==> src/rtl/mult3b_pkg.sv <==
// Shared types and constants for the mult3b_arbiter cluster: FSM state
// encoding, operand/product widths and their typedefs.
package mult3b_pkg;

    localparam int OPW = 3;
    localparam int PW  = 6;

    typedef logic [OPW-1:0] operand_t;
    typedef logic [PW-1:0]  product_t;

    typedef enum logic [1:0] {
        IDLE = 2'd0,
        CALC = 2'd1,
        RESP = 2'd2
    } state_t;

endpackage

==> src/rtl/mult3b_core.sv <==
// Combinational 3x3-bit unsigned multiplier. Both operands are widened to
// the product width before multiplying, so the 6-bit result is exact (max 49).
module mult3b_core
    import mult3b_pkg::*;
(
    input  operand_t a,
    input  operand_t b,
    output product_t m
);

    assign m = PW'(a) * PW'(b);

endmodule

==> src/rtl/mult3b_arbiter.sv <==
// Shares one mult3b_core among NREQ requesters. Round-robin arbitration in
// IDLE, operands latched for one CALC cycle, result held in RESP until the
// consumer accepts it.
// Optional build macro: MULT3B_ARB_PRIO0_EN gives requester 0 absolute
// priority; the pointer then only advances on grants to other requesters.
module mult3b_arbiter
    import mult3b_pkg::*;
#(
    parameter int NREQ = 4,
    parameter int IDW  = $clog2(NREQ)
) (
    input  logic                clk,
    input  logic                rst_n,
    input  logic [NREQ-1:0]     req_valid,
    input  logic [NREQ*OPW-1:0] req_a,
    input  logic [NREQ*OPW-1:0] req_b,
    output logic [NREQ-1:0]     req_ready,
    output logic                rsp_valid,
    input  logic                rsp_ready,
    output logic [IDW-1:0]      rsp_id,
    output logic [PW-1:0]       rsp_m,
    output logic                busy
);

    state_t         state_q, state_d;
    logic [IDW-1:0] p_q, p_d;
    operand_t       op_a_q, op_a_d;
    operand_t       op_b_q, op_b_d;
    logic [IDW-1:0] op_id_q, op_id_d;
    logic           rsp_valid_q, rsp_valid_d;
    product_t       rsp_m_q, rsp_m_d;
    logic [IDW-1:0] rsp_id_q, rsp_id_d;

    logic           grant_found;
    logic [IDW-1:0] grant_id;
    product_t       core_m;
    int             idx;

    mult3b_core u_core (
        .a (op_a_q),
        .b (op_b_q),
        .m (core_m)
    );

    // Winner select: first valid requester at or after the pointer, wrapping.
    always_comb begin
        // NOTE: every combinational output gets a default first so no path leaves it unassigned (no latch).
        grant_found = 1'b0;
        grant_id    = '0;
        idx         = 0;
`ifdef MULT3B_ARB_PRIO0_EN
        if (req_valid[0]) begin
            grant_found = 1'b1;
        end
`endif
        for (int i = 0; i < NREQ; i++) begin
            idx = int'(p_q) + i;
            if (idx >= NREQ) begin
                idx = idx - NREQ;
            end
            if (!grant_found && req_valid[idx]) begin
                grant_found = 1'b1;
                grant_id    = IDW'(idx);
            end
        end
    end

    // Next-state, operand capture, response update and grant strobe.
    always_comb begin
        state_d     = state_q;
        p_d         = p_q;
        op_a_d      = op_a_q;
        op_b_d      = op_b_q;
        op_id_d     = op_id_q;
        rsp_valid_d = rsp_valid_q;
        rsp_m_d     = rsp_m_q;
        rsp_id_d    = rsp_id_q;
        req_ready   = '0;

        case (state_q)
            IDLE: begin
                if (grant_found) begin
                    req_ready[grant_id] = 1'b1;
                    op_a_d  = req_a[int'(grant_id)*OPW +: OPW];
                    op_b_d  = req_b[int'(grant_id)*OPW +: OPW];
                    op_id_d = grant_id;
                    state_d = CALC;
`ifdef MULT3B_ARB_PRIO0_EN
                    if (grant_id != '0) begin
                        p_d = (grant_id == IDW'(NREQ-1)) ? '0 : grant_id + IDW'(1);
                    end
`else
                    p_d = (grant_id == IDW'(NREQ-1)) ? '0 : grant_id + IDW'(1);
`endif
                end
            end
            CALC: begin
                rsp_m_d     = core_m;
                rsp_id_d    = op_id_q;
                rsp_valid_d = 1'b1;
                state_d     = RESP;
            end
            RESP: begin
                if (rsp_ready) begin
                    rsp_valid_d = 1'b0;
                    state_d     = IDLE;
                end
            end
            default: begin
                state_d = IDLE;
            end
        endcase

        // Grants are suppressed while reset is asserted, even in IDLE.
        if (!rst_n) begin
            req_ready = '0;
        end
    end

    // State and datapath registers with synchronous active-low reset.
    always_ff @(posedge clk) begin
        // NOTE: sequential state uses non-blocking assignments so every register samples pre-edge values.
        if (!rst_n) begin
            state_q     <= IDLE;
            p_q         <= '0;
            op_a_q      <= '0;
            op_b_q      <= '0;
            op_id_q     <= '0;
            rsp_valid_q <= 1'b0;
            rsp_m_q     <= '0;
            rsp_id_q    <= '0;
        end else begin
            state_q     <= state_d;
            p_q         <= p_d;
            op_a_q      <= op_a_d;
            op_b_q      <= op_b_d;
            op_id_q     <= op_id_d;
            rsp_valid_q <= rsp_valid_d;
            rsp_m_q     <= rsp_m_d;
            rsp_id_q    <= rsp_id_d;
        end
    end

    assign rsp_valid = rsp_valid_q;
    assign rsp_m     = rsp_m_q;
    assign rsp_id    = rsp_id_q;
    assign busy      = (state_q != IDLE);

endmodule

==> config.mk <==
export PLATFORM = sky130hd
export DESIGN_NAME = mult3b_arbiter
export DESIGN_NICKNAME = d
export VERILOG_FILES = /design/src/rtl/mult3b_pkg.sv /design/src/rtl/mult3b_core.sv /design/src/rtl/mult3b_arbiter.sv
export SDC_FILE = /design/constraint.sdc
export NUM_CORES = 1
export LEC_CHECK = 0
export CAP_MARGIN = 20
export CELL_PAD_IN_SITES_DETAIL_PLACEMENT = 0
export CELL_PAD_IN_SITES_GLOBAL_PLACEMENT = 1
export CORE_MARGIN = 10
export CORE_UTILIZATION = 30
export CTS_CLUSTER_DIAMETER = 200
export DETAILED_ROUTE_END_ITERATION = 7
export PLACE_DENSITY = 0.84
export SKIP_LAST_GASP = 1
export SLEW_MARGIN = 20
export SYNTH_ARGS = -nofsm -noshare
export SYNTH_HDL_FRONTEND = slang
export SYNTH_HIERARCHICAL = 1
export SYNTH_SLANG_ARGS = --single-unit
==> constraint.sdc <==
create_clock -name clk -period 1.95 [get_ports clk]
set_input_delay 0.2925 -clock clk [delete_from_list [all_inputs] [get_ports clk]]
set_output_delay 0.2925 -clock clk [all_outputs]
set_load 0.05 [all_outputs]
==> impl_metrics.py <==
metrics = {
    "route": {
        "drc": 0,
        "routed-via-count": 1209,
        "drtAntennaViolNets": 0,
        "wl_mm": 3.18,
        "first_iter_violations": 26,
        "firstDrtPassIters": 4,
        "routed_via_density": 4.61,
        "wl_per_cell_um": 12.2,
    },
    "finish": {
        "drive_above_1_share_pct": 28.6,
        "area.growth.synth_to_final_pct": 61.6,
        "fin_util_pct": 49.4,
        "fin_cells": 262,
        "fillers": 422,
        "num_antenna_cells": 0,
        "nets": 253,
    },
    "sta": {
        "setup_tns_ps": -74.2,
        "timing.final.ws_setup_ps": -27.8,
        "tightest_slew_ps": 622,
        "maxSlewViolCount": 0,
        "rsz0062_at_grt": "true",
        "slew_headroom_pct": 58.4,
        "fin_skew_ps": 1.16,
        "fmax_mhz": 506,
        "setup_viol_count_final": 3,
        "hold_violations": 0,
        "post-route-min-period_ps": 1980,
        "post-route-period-util_pct": 101,
        "hold_ws_ps": 452,
    },
    "yosys": {
        "ys_seq_area_share_pct": 31.8,
        "netlist_instances": 148,
        "synth_flop_cell": "dfxtp_1",
        "yosysMostFrequentCell": "nand2_1",
        "synth_area_per_cell_um2": 8.94,
        "synth-seq-cells": 21,
        "ys_types": 36,
        "synth_top_area_cell": "dfxtp_1",
        "synthesis.nets": 190,
        "async_flop_share_pct": 0,
        "synth_area_um2": 1320,
        "synth_area_leaders": "dfxtp_1, mux2i_1, ha_1",
        "synth_top_area_share_pct": 31.8,
        "ys_top_cells_by_count": "nand2_1, dfxtp_1, mux2i_1, a21boi_0",
        "ys_warn_count": 6,
        "synth_edf_count": 0,
    },
    "clock_tree": {
        "cts_tree": "built",
        "worstSkewPairLatency_ps": 250,
        "cts.sinks": 21,
        "cts_max_level": 1,
        "root_buffer": "clkbuf_8",
        "ctsHoldBuffers": 0,
        "numCtsBuffers": 3,
        "clk_pin_slew_worst_paths_ps": 70,
        "clock_path_buffers": 2,
    },
    "power": {
        "ir_drop_uv": 276,
        "p_switching_uw": 452,
        "pwr-share-seq_pct": 37.1,
        "p_sw_share_pct": 32.4,
        "comb_power_share_pct": 43.2,
        "intPower_uw": 941,
        "powerDensity_nw_per_um2": 652,
        "power_uw": 1390,
        "p_leak_uw": 0.000883,
        "p_clk_share_pct": 19.7,
    },
    "global_route": {
        "grt_overflow": 0,
        "grt_pass1_wl_mm": 5.47,
        "grt_usage_pct": 8.68,
        "grt_pass1_vias": 1296,
        "grt_antenna_before_repair": 0,
        "grt_max_degree": 21,
    },
    "die": {
        "die-height_um": 86.4,
        "coreArea_um2": 4320,
        "fp-row-count": 24,
        "io_pins": 45,
        "die_area_um2": 7460,
        "initial_core_util_pct": 30.6,
        "die_w_um": 86.4,
    },
    "setup_path": {
        "startpoint_type": "register",
        "crit_type": "reg -> reg",
        "end_kind": "register",
        "cp_data_required_time_ps": 2100,
        "worst_ep_arrival_time_ps": 2130,
        "critPathMaxFanout": 2,
        "r2r_cells": 8,
    },
    "job": {
        "cap_violations": 0,
    },
    "hold_path": {
        "hp-class": "reg -> reg",
        "hold_depth": 2,
    },
    "run_status": {
        "status": "complete, but fails checks",
        "violations": "negative setup slack",
    },
    "placement": {
        "gp_congestion": 0.803,
        "portBuffers": 44,
        "dp.cells": 255,
        "hpwlAfterDp_mm": 2.64,
    },
}
## critical path, stage by stage (launching register included)
cell	delay, ps
dfxtp_2	320
and2_4	150
fa_1	540
ha_2	180
inv_2	40
fa_2	500
inv_1	30
nand2_1	40
a21boi_1	50
## cells in the final DEF, fill, tap and decap left out, types with 4 or more instances in the layout
master	Yosys	final
nand3_1	7	7
and2_1	9	7
ha_1	9	4
mux2i_1	12	12
o221ai_1	6	6
ha_4	0	4
a21boi_1	2	4
clkdlybuf4s50_1	0	35
nand2_1	25	25
inv_1	8	4
buf_4	0	20
dfxtp_1	21	17
a21boi_0	10	8
and3_4	0	4
## stage by stage
stage	worst slack [ps]	area [um2]
2_1_floorplan	7.28	1320
3_3_place_gp	-243	1940
3_5_place_dp	-325	1940
4_1_cts	-34.2	2050
5_1_grt	-108	2140
6_report	-27.8	2140
## power groups by stage
stage / Sequential [uW] / Combinational (uW) / Clock (uW)
floorplan: 544 / 289 / 0
global placement: 520 / 525 / 0
detailed placement: 520 / 529 / 0
CTS: 516 / 561 / 288
global route: 524 / 659 / 312
finish: 517 / 601 / 275
## area by class of cell
| class | count | area (um2) | share of cell area [%] |
|---|---|---|---|
| Inverter | 8 | 32.5 | 1.52 |
| Clock buffer | 4 | 45.0 | 2.11 |
| Multi-Input combinational cell | 112 | 931 | 43.6 |
| Tap cell | 52 | 65.1 | 3.04 |
| Sequential cell | 21 | 430 | 20.1 |
| Timing Repair Buffer | 65 | 633 | 29.6 |
## cells by family after synthesis
logic type                 synth area share [%]
and+or+nand+nor                            22.6
AOI/OAI and AO/OA                          18.2
DFF                                        31.8
buffers and inverters                      6.15
muxes                                      9.08
adders and majority gates                  11.5
xor gates and xnor gates                  0.662
## flip-flops by register name, summed over array words and instances, names as in the netlist
| register | flops |
|---|---|
| rsp_valid | 1 |
| op_id_q | 2 |
| rsp_id | 2 |
| state_q | 2 |
| rsp_m | 6 |
| op_a_q | 3 |
| op_b_q | 3 |
| p_q | 2 |
## per-layer routing
metal,track usage (%),vias to the layer above,routed length (um),part of all wire [%]
li1,-,635,-,-
met4,1.33,0,0,0
met5,0,-,0,0
met1,8.71,541,1380,43
met3,4.69,0,269,8.4
met2,15.7,33,1530,48
## path summary, 6_finish.rpt
kind | from | end | slack [ps]
worst max-delay path | op_a_q[1]$_SDFFE_PN0P_ | rsp_m[3]$_SDFFE_PN0P_ | -30
worst max register to register | op_a_q[1]$_SDFFE_PN0P_ | rsp_m[3]$_SDFFE_PN0P_ | -30
worst min-delay path | op_id_q[0]$_SDFFE_PN0P_ | op_id_q[0]$_SDFFE_PN0P_ | 450
worst min register to register | op_id_q[0]$_SDFFE_PN0P_ | op_id_q[0]$_SDFFE_PN0P_ | 450
## what timing repair did
action | CTS | global route
setup buffers | 2 | 1
resized for setup | 25 | 21
pin swaps | 7 | 9
endpoints found under the setup margin | 6 | 6
Power figures use the tool's default switching activity.
